`config.mk`:
```
export PLATFORM = sky130hd
export DESIGN_NAME = text_overlay_sched
export DESIGN_NICKNAME = d
export VERILOG_FILES = /design/src/rtl/text_overlay_sched.sv
export SDC_FILE = /design/constraint.sdc
export NUM_CORES = 1
export LEC_CHECK = 0
export CORE_AREA = 4 4 56 58
export DETAILED_ROUTE_END_ITERATION = 10
export DIE_AREA = 0 0 60 62
export PLACE_DENSITY = 0.61
export SYNTH_ARGS = -nofsm -noshare
export SYNTH_HDL_FRONTEND = slang
export SYNTH_SLANG_ARGS = --single-unit
```
`constraint.sdc`:
```
create_clock -name clk -period 2.2 [get_ports clk]
set_input_delay 0.55 -clock clk [delete_from_list [all_inputs] [get_ports clk]]
set_output_delay 0.55 -clock clk [all_outputs]
set_load 0.05 [all_outputs]
```
`src/rtl/text_overlay_sched.sv`:
```
// Frame-rate scheduler for the text overlay: SHOW/BLINK/HIDE message sequencing and cell-position bounce.
// Optional position bounce is built when TEXT_SCHED_BOUNCE_EN is defined; otherwise the origin is fixed.
module text_overlay_sched #(
    parameter int NUM_MSGS     = 4,
    parameter int HOLD_FRAMES  = 120,
    parameter int BLINK_FRAMES = 64,
    parameter int GAP_FRAMES   = 30,
    parameter int STEP_FRAMES  = 2,
    parameter int MAX_X        = 33,
    parameter int MAX_Y        = 51,
    parameter int INIT_X       = 18,
    parameter int INIT_Y       = 12
) (
    input  logic       clk,
    input  logic       reset,
    input  logic       enable,
    input  logic       frame_start,
    output logic [6:0] cell_x,
    output logic [5:0] cell_y,
    output logic [1:0] msg_sel,
    output logic       text_visible,
    output logic       busy
);

    typedef enum logic [1:0] {IDLE, SHOW, BLINK, HIDE} state_t;

    localparam logic [7:0] HOLD_LAST  = 8'(HOLD_FRAMES - 1);
    localparam logic [7:0] BLINK_LAST = 8'(BLINK_FRAMES - 1);
    localparam logic [7:0] GAP_LAST   = 8'(GAP_FRAMES - 1);
    localparam logic [1:0] MSG_LAST   = 2'(NUM_MSGS - 1);

    generate
        if (NUM_MSGS < 1 || NUM_MSGS > 4 || STEP_FRAMES < 1 || STEP_FRAMES > 255 ||
            MAX_X < 1 || MAX_X > 127 || MAX_Y < 1 || MAX_Y > 63 ||
            INIT_X > MAX_X || INIT_Y > MAX_Y) begin : g_bad_cfg
            $error("text_overlay_sched: parameter out of range");
        end
    endgenerate

    state_t     state;
    logic [7:0] frame_cnt;

    always_ff @(posedge clk) begin
        if (reset) begin
            state        <= IDLE;
            frame_cnt    <= 8'd0;
            msg_sel      <= 2'd0;
            text_visible <= 1'b0;
            busy         <= 1'b0;
        end else if (!enable) begin
            // msg_sel deliberately holds so the sequence resumes on the same message
            state        <= IDLE;
            frame_cnt    <= 8'd0;
            text_visible <= 1'b0;
            busy         <= 1'b0;
        end else begin
            case (state)
                IDLE: begin
                    state        <= SHOW;
                    frame_cnt    <= 8'd0;
                    text_visible <= 1'b1;
                    busy         <= 1'b1;
                end
                SHOW: if (frame_start) begin
                    if (frame_cnt == HOLD_LAST) begin
                        state     <= BLINK;
                        frame_cnt <= 8'd0;
                    end else begin
                        frame_cnt <= frame_cnt + 8'd1;
                    end
                end
                BLINK: if (frame_start) begin
                    if (frame_cnt == BLINK_LAST) begin
                        state        <= HIDE;
                        frame_cnt    <= 8'd0;
                        text_visible <= 1'b0;
                    end else begin
                        frame_cnt <= frame_cnt + 8'd1;
                        if (frame_cnt[2:0] == 3'd7)
                            text_visible <= ~text_visible;
                    end
                end
                HIDE: if (frame_start) begin
                    if (frame_cnt == GAP_LAST) begin
                        state        <= SHOW;
                        frame_cnt    <= 8'd0;
                        text_visible <= 1'b1;
                        msg_sel      <= (msg_sel == MSG_LAST) ? 2'd0 : msg_sel + 2'd1;
                    end else begin
                        frame_cnt <= frame_cnt + 8'd1;
                    end
                end
                default: state <= IDLE;
            endcase
        end
    end

`ifdef TEXT_SCHED_BOUNCE_EN
    localparam logic [7:0] STEP_LAST = 8'(STEP_FRAMES - 1);

    logic       dir_x;
    logic       dir_y;
    logic [7:0] step_cnt;

    // dir = 1 means moving toward max; reflect off either wall without leaving [0, max]
    function automatic logic bounce_dir(input logic [6:0] pos, input logic dir, input logic [6:0] max_pos);
        if (dir && pos >= max_pos)
            return 1'b0;
        else if (!dir && pos == 7'd0)
            return 1'b1;
        else
            return dir;
    endfunction

    function automatic logic [6:0] bounce_pos(input logic [6:0] pos, input logic dir, input logic [6:0] max_pos);
        return bounce_dir(pos, dir, max_pos) ? pos + 7'd1 : pos - 7'd1;
    endfunction

    always_ff @(posedge clk) begin
        if (reset) begin
            cell_x   <= 7'(INIT_X);
            cell_y   <= 6'(INIT_Y);
            dir_x    <= 1'b1;
            dir_y    <= 1'b1;
            step_cnt <= 8'd0;
        end else if (!enable) begin
            step_cnt <= 8'd0;
        end else if (state != IDLE && frame_start) begin
            if (step_cnt == STEP_LAST) begin
                step_cnt <= 8'd0;
                cell_x   <= bounce_pos(cell_x, dir_x, 7'(MAX_X));
                dir_x    <= bounce_dir(cell_x, dir_x, 7'(MAX_X));
                cell_y   <= 6'(bounce_pos({1'b0, cell_y}, dir_y, 7'(MAX_Y)));
                dir_y    <= bounce_dir({1'b0, cell_y}, dir_y, 7'(MAX_Y));
            end else begin
                step_cnt <= step_cnt + 8'd1;
            end
        end
    end
`else
    assign cell_x = 7'(INIT_X);
    assign cell_y = 6'(INIT_Y);
`endif

endmodule

```
==> results of run 1 <==
==> cell type report <==
cell class | count | area share
clock buffer | 3 | 0.0208
inverter | 6 | 0.0208
multi-input combinational | 95 | 0.572
sequential | 14 | 0.258
tap | 31 | 0.0358
timing repair buffer | 11 | 0.0923
==> stage by stage <==
stage,hold WS [ns],setup slack [ns]
3_5_place_dp,0.465,0.216
2_1_floorplan,0.457,0.519
6_report,0.483,0.180
3_3_place_gp,0.459,0.248
4_1_cts,0.490,0.158
5_1_grt,0.520,0.125
==> sequential cells by signal, summed over array words and instances (netlist names) <==
register / count
text_visible: 1
busy: 1
state: 2
frame_cnt: 8
msg_sel: 2
==> layout by cell type, fill, tap and decap left out, types with 3 or more instances in the layout <==
cell | netlist | layout
and3_1 | 4 | 4
clkbuf_4 | 0 | 3
nand2_1 | 10 | 10
inv_1 | 6 | 6
clkdlybuf4s50_1 | 0 | 7
a31oi_1 | 4 | 4
ha_1 | 10 | 10
nor2_1 | 12 | 12
conb_1 | 2 | 13
a21oi_1 | 5 | 5
dfxtp_1 | 14 | 14
buf_4 | 13 | 4
nand3_1 | 5 | 5
==> report_power, final <==
group | switching, mW | leakage, nW | internal, mW
clock | 0.0839 | 0.0138 | 0.0636
sequential | 0.00529 | 0.114 | 0.260
combinational | 0.0999 | 0.301 | 0.0355
==> cells by family (layout without fill, tap and decap cells) <==
kind of cell,Yosys count,in the layout,synth area share
and+or+nand+nor,47,47,0.257
DFF,14,14,0.281
muxes,2,2,0.0201
buffers and inverters,22,20,0.139
AOI/OAI and AO/OA,23,23,0.170
other,2,13,0.00752
adders and majority gates,10,10,0.125
==> worst register-to-register path: cells and delay by family (launching register included) <==
family | cells | cell delay (ns)
compound gates | 4 | 0.74
flops | 1 | 0.43
fa+ha+maj | 1 | 0.21
buf+inv | 1 | 0.19
simple gates | 1 | 0.11
==> per-layer routing <==
| layer | track usage | routed length [µm] | share of wire |
|---|---|---|---|
| met5 | 0 | 0 | 0 |
| met4 | 0.0570 | 34 | 0.019 |
| met3 | 0.0248 | 66 | 0.037 |
| met2 | 0.165 | 887 | 0.49 |
| met1 | 0.141 | 814 | 0.45 |
==> path summary, 6_finish.rpt <==
kind / from / end / cells past startpoint
min: busy / busy / 2
min reg2reg: busy / busy / 2
max reg2reg: frame_cnt[0] / frame_cnt[3] / 7
max: msg_sel[0] / msg_sel[0] / 1
==> flow_summary.yaml, run 1 <==
detailed_routing:
  route.detailed.drc: 0
  finalWirelength_um: 1800
  vias: 805
  viasPerCell: 5.03
  route.detailed.wl_per_inst_um: 11.3
  firstDrtPassIters: 4
  drt-initial-drc-count: 12
  ant_nets: 0
synth:
  synthArstFlopShare: 0
  synth.avg_cell_area_um2: 8.32
  syn-cell-area_um2: 998
  synthCells: 120
  synth_most_common_cell: "dfxtp_1"
  synth-seq-cells: 14
  synth_cell_types: 37
  yosys_warnings: 0
  netlist_top_cells_count: "14 x dfxtp_1, 13 x buf_4, 12 x nor2_1, 10 x ha_1, 10 x nand2_1"
  ys_seq_area_frac: 0.281
  yosys-top-cells-area: "dfxtp_1 28%, ha_1 13%, buf_4 9.8%"
  dominantRegCellSynth: "dfxtp_1"
  synth_top_area_frac: 0.281
  synth_edf_count: 0
  synth_largest_area_cell: "dfxtp_1"
power_and_ir_drop:
  power_density_mw_per_mm2: 505
  leakagePower_nw: 0.428
  power_mw: 0.548
  peakVddDrop_mv: 0.304
timing:
  relSlewSlack: 0.668
  timing_max_transition_violations_final: 0
  tightest_slew_ns: 0.497
  fin_skew_ns: 0.00499
  final.min_clock_period_ns: 2.02
  tns_ns: 0
  rsz0062_at_grt: "no"
  setup_viol: 0
  max_freq_mhz: 495
  final.period_utilization: 0.918
  finalHoldViolCount: 0
layout:
  fin_util: 0.407
  seqCellArea_um2: 280
  multi_input_area_um2: 621
  fin_cells: 160
  fin_area_mm2: 0.00108
  fillers: 287
  antenna_cells: 0
  syn_to_final_growth_pct: 8.65
  drive_gt1_frac: 0.109
  layout.nets: 145
clock_network:
  postCtsHoldBufs: 0
  cts_tree: "built"
  htreeDepth: 1
  cts_resized: 0
  cts_buffer_depth: 2
  clock_sinks: 14
  clkLatencyLatePin_ns: 0.28
  root_buffer: "clkbuf_4"
  cts_setup_buffers: 0
  clk_pin_slew_ns: 0.08
  numCtsBuffers: 3
placement:
  port_buffers: 7
  gp_congestion: 0.796
  dp_cells: 157
  place_hpwl_um: 1420
  placed_area_mm2: 0.00106
floorplanning:
  io_pins: 21
  dieArea_mm2: 0.00372
  fp.dieH_um: 62
  start_util: 0.375
  core_area_mm2: 0.00266
  std_cell_rows: 19
  chipWidth_um: 60
critical_path:
  worstSetupEndpointType: "output port"
  critPathLaunchType: "flop"
  crit_fanout: 4
  crit_required_ns: 1.65
  critPathMaxStageDelay_ns: 0.82
  crit_arrival_ns: 1.47
  cp_top_family: "buffers and inverters"
  worstSetupPathType: "flop to output port"
  cp.buffers_inverters: 1
  slowest_stage: "clkdlybuf4s50_1"
  rrSetupSlack_ns: 0.39
  path_cells: "clkdlybuf4s50_1"
global_routing:
  antenna_found_initial: 0
  overflow: 0
  grt_max_degree: 12
  grt_pass1_vias: 693
  grt_use_total: 0.108
  grt_first_pass_wirelength_um: 2990
min_path:
  hold_class: "flop to flop"
run_status:
  run_status: "finished clean"
job:
  drv_cap: 0
Power figures use the tool's default switching activity.
==> inputs of run 2 (changes only) <==
Settings changed: GPL_TIMING_DRIVEN set to 0.
==> run 2 against run 1 <==
Compared with the run above:
- fmax shrank 0.24%
- non-clock buffer count grew 12
- clock power grew 27%
- worst setup slack lost 0.0049 ns
==> flow_summary.yaml, run 2 (synthesis gave the netlist of run 1 again) <==
run_status:
  run_status: "finished clean"
clock_network:
  clk_pin_slew_ns: 0.09
  postCtsHoldBufs: 0
  root_buffer: "clkbuf_4"
  cts_resized: 0
  cts_setup_buffers: 0
  clock_sinks: 14
  clkLatencyLatePin_ns: 0.28
  numCtsBuffers: 3
  htreeDepth: 1
  cts_tree: "built"
  cts_buffer_depth: 2
min_path:
  min-delay-start: "busy"
  hold_path_end: "busy"
  hold_class: "flop to flop"
  worstHoldPathCells: 2
floorplanning:
  fp.dieH_um: 62
  dieArea_mm2: 0.00372
  std_cell_rows: 19
  start_util: 0.375
  io_pins: 21
  chipWidth_um: 60
  core_area_mm2: 0.00266
timing:
  relSlewSlack: 0.610
  setup_viol: 0
  tightest_slew_ns: 0.583
  final.period_utilization: 0.921
  fin_skew_ns: 0.00484
  timing_max_transition_violations_final: 0
  max_freq_mhz: 494
  tns_ns: 0
  rsz0062_at_grt: "no"
  finalHoldViolCount: 0
  final.min_clock_period_ns: 2.03
layout:
  drive_gt1_frac: 0.176
  layout.nets: 157
  fin_cells: 173
  seqCellArea_um2: 280
  fillers: 279
  layout_common_cells: "14 x dfxtp_1, 13 x buf_4, 13 x conb_1"
  multi_input_area_um2: 621
  antenna_cells: 0
  syn_to_final_growth_pct: 18.7
  largest_reg_flops: 8
  reg_top3: "frame_cnt (8), msg_sel (2), state (2)"
  layout_commonest_cell: "dfxtp_1"
  top_register: "frame_cnt"
critical_path:
  cp.buffers_inverters: 1
  critPathMaxStageDelay_ns: 0.82
  crit_required_ns: 1.65
  ff2ff_path_depth: 7
  crit_arrival_ns: 1.48
  rr_startpoint: "frame_cnt[0]"
  slowest_stage: "clkdlybuf4s50_1"
  path_cells: "clkdlybuf4s50_1"
  worstSetupEndpointType: "output port"
  regToRegEndpoint: "frame_cnt[3]"
  cp_top_family: "buffers and inverters"
  crit_fanout: 4
  rrSetupSlack_ns: 0.36
  critPathLaunchType: "flop"
  worstSetupPathType: "flop to output port"
global_routing:
  overflow: 0
  grt_pass1_vias: 659
  grt_use_total: 0.106
  grt_first_pass_wirelength_um: 2910
  grt_max_degree: 11
  antenna_found_initial: 0
placement:
  port_buffers: 7
  dp_cells: 169
  place_hpwl_um: 1510
  gp_congestion: 0.761
detailed_routing:
  firstDrtPassIters: 6
  route.detailed.drc: 0
  route.detailed.wl_per_inst_um: 10.9
  ant_nets: 0
  finalWirelength_um: 1890
  drt-initial-drc-count: 13
  viasPerCell: 4.83
  vias: 836
power_and_ir_drop:
  peakVddDrop_mv: 0.328
  leakagePower_nw: 0.489
  power_density_mw_per_mm2: 510
job:
  drv_cap: 0
run 2: changes by cell type in the layout (fill, tap and decap cells not counted):
cell,previous run,this run
clkbuf_8,0,1
buf_6,0,1
buf_4,4,13
clkbuf_1,0,2
run 2: how the worst max path moves through the flow:
stage               slack, ns  cells past startpoint    startpoint      endpoint
floorplan                0.52                      7  frame_cnt[0]  frame_cnt[3]
global placement         0.11                      6         reset  frame_cnt[5]
detailed placement       0.11                      6         reset  frame_cnt[5]
CTS                      0.16                      1    msg_sel[0]    msg_sel[0]
global route             0.11                      1    msg_sel[0]    msg_sel[0]
finish                   0.17                      1    msg_sel[0]    msg_sel[0]
run 2: tightest hold or removal path: stages, from the launching register on:
cell and delay, ns:
dfxtp_1 0.34, nor2_1 0.05, nor2_1 0.07
run 2: routing by layer:
metal,vias up,part of all wire,global-route usage
li1,440,-,-
met1,377,0.44,0.140
met2,14,0.49,0.162
met3,5,0.048,0.0248
met4,0,0.020,0.0570
met5,-,0,0
run 2: metrics by stage:
step / hold WS, ns / setup WS, ns / util / power, mW / area (µm²)
floorplan: 0.457 / 0.519 / - / 0.395 / 1040
finish: 0.498 / 0.175 / 0.445 / 0.604 / 1180
detailed placement: 0.478 / 0.108 / 0.431 / 0.423 / 1150
global route: 0.534 / 0.113 / 0.445 / 0.640 / 1180
global placement: 0.457 / 0.111 / 0.431 / 0.420 / 1150
CTS: 0.504 / 0.159 / 0.445 / 0.614 / 1180
run 2: area by class of cell:
cell class                 count  area share
multi-input combinational     95       0.524
inverter                       6      0.0190
sequential                    14       0.237
timing repair buffer           7      0.0591
clock buffer                   4      0.0306
tap                           31      0.0327
buffer                        16      0.0982
run 2: report_power, final:
part           switching [mW]  total [mW]  internal, mW
Clock                  0.0863       0.187         0.101
Sequential            0.00534       0.265         0.260
Combinational           0.103       0.152        0.0488
Total                   0.195       0.604         0.409
==> inputs of run 3 (changes only) <==
Settings changed: CORE_AREA 4 4 56 58 to 8 8 60 62, DIE_AREA 0 0 60 62 to 0 0 68 70.
==> run 3 against run 2 <==
Compared with the run above:
- sequential share of layout area rose by 0.28 points
- global-route usage is 1.5 points lower
- combinational power about the same
- first-iteration DRC count shrank 46%
- utilization is 0.52 points lower
- sequential cell count stayed put
- total power shrank 6.1%
- clock skew fell by 0.00057 ns
- hold slack worse by 0.016 ns
- clock-buffer cell count is 1 lower
- critical path type unchanged
- critical endpoint unchanged
==> flow_summary.yaml, run 3 (synthesis gave the netlist of run 1 again) <==
detailed_routing:
  viasPerCell: 4.86
  firstDrtPassIters: 4
  ant_nets: 0
  route.detailed.drc: 0
  vias: 836
  route.detailed.wl_per_inst_um: 11.9
  drt-initial-drc-count: 7
  finalWirelength_um: 2050
floorplanning:
  core_area_mm2: 0.00266
  chipWidth_um: 68
  start_util: 0.375
  dieArea_mm2: 0.00476
  io_pins: 21
  fp.dieH_um: 70
  std_cell_rows: 19
timing:
  whs_ns: 0.483
  tns_ns: 0
  tightest_slew_ns: 0.606
  fin_skew_ns: 0.00427
  relSlewSlack: 0.595
  final.period_utilization: 0.918
  finalHoldViolCount: 0
  max_freq_mhz: 495
  final.min_clock_period_ns: 2.02
  rsz0062_at_grt: "no"
  setup_viol: 0
  timing_max_transition_violations_final: 0
layout:
  layout_commonest_cell: "dfxtp_1"
  fin_area_mm2: 0.00117
  layout.nets: 157
  drive_gt1_frac: 0.170
  syn_to_final_growth_pct: 17.3
  reg_top3: "frame_cnt (8), msg_sel (2), state (2)"
  antenna_cells: 0
  layout_common_cells: "14 x dfxtp_1, 13 x buf_4, 13 x conb_1"
  top_register: "frame_cnt"
  largest_reg_flops: 8
clock_network:
  clock_sinks: 14
  clk_pin_slew_ns: 0.09
  cts_tree: "built"
  cts_resized: 0
  postCtsHoldBufs: 0
  cts_setup_buffers: 0
  cts_buffer_depth: 2
  clkLatencyLatePin_ns: 0.28
  root_buffer: "clkbuf_4"
  numCtsBuffers: 3
  htreeDepth: 1
power_and_ir_drop:
  power_mw: 0.567
  leakagePower_nw: 0.482
  power_density_mw_per_mm2: 484
  peakVddDrop_mv: 0.293
critical_path:
  crit_required_ns: 1.65
  crit_fanout: 4
  worstSetupPathType: "flop to output port"
  slowest_stage: "clkdlybuf4s50_1"
  path_cells: "clkdlybuf4s50_1"
  crit_cells: 1
  critPathLaunchType: "flop"
  ff2ff_path_depth: 7
  cp_top_family: "buffers and inverters"
  crit_arrival_ns: 1.47
  worstSetupEndpointType: "output port"
  critPathMaxStageDelay_ns: 0.82
  cp.buffers_inverters: 1
placement:
  gp_congestion: 0.793
  place_hpwl_um: 1610
  placed_area_mm2: 0.00115
  port_buffers: 7
global_routing:
  overflow: 0
  grt_pass1_vias: 762
  antenna_found_initial: 0
  grt_use_total: 0.0911
  grt_first_pass_wirelength_um: 3470
  grt_max_degree: 11
run_status:
  run_status: "finished clean"
job:
  drv_cap: 0
min_path:
  hold_class: "flop to flop"
  worstHoldPathCells: 2
## run 3: changes by cell type in the layout (fill, tap and decap cells not counted), sizes merged
cell | previous run | this run
clkbuf | 6 | 5
## run 3: power breakdown
group          switching, mW  internal (mW)
sequential           0.00541          0.260
clock                 0.0864         0.0635
combinational          0.104         0.0488
## run 3: metal layers
layer	wire, µm	part of all wire	vias to the layer above	global-route usage
met4	34	0.017	0	0.0410
li1	-	-	438	-
met5	0	0	-	0
met3	68	0.033	5	0.0239
met2	1030	0.51	11	0.145
met1	909	0.44	382	0.109
## run 3: path summary, 6_finish.rpt
path | start | endpoint | slack (ns)
setup / recovery | msg_sel[0] | msg_sel[0] | 0.18
hold / removal | busy | busy | 0.48
setup reg to reg | frame_cnt[0] | frame_cnt[3] | 0.33
hold reg to reg | busy | busy | 0.48
## run 3: per-stage QoR
step | util | setup slack (ns) | cells
5_1_grt | 0.440 | 0.104 | 172
3_3_place_gp | 0.431 | 0.0980 | 169
4_1_cts | 0.440 | 0.161 | 172
2_1_floorplan | - | 0.519 | 131
6_report | 0.440 | 0.180 | 172
3_5_place_dp | 0.431 | 0.0895 | 169
## run 3: layout make-up
cell class,count,area (µm²)
Sequential cell,14,280
Inverter,6,22.5
Tap cell,31,38.8
Timing Repair Buffer,7,70.1
Buffer,16,116
Fill cell,283,1490
Clock buffer,3,22.5
Multi-Input combinational cell,95,621
## run 3: worst reg2reg max path, stage by stage, from the launching register on
cell and delay (ns):
dfxtp_1 0.43, ha_1 0.22, nand3_2 0.11, o41ai_2 0.34, a31oi_1 0.19, buf_6 0.18, a41oi_1 0.20, o31ai_1 0.09
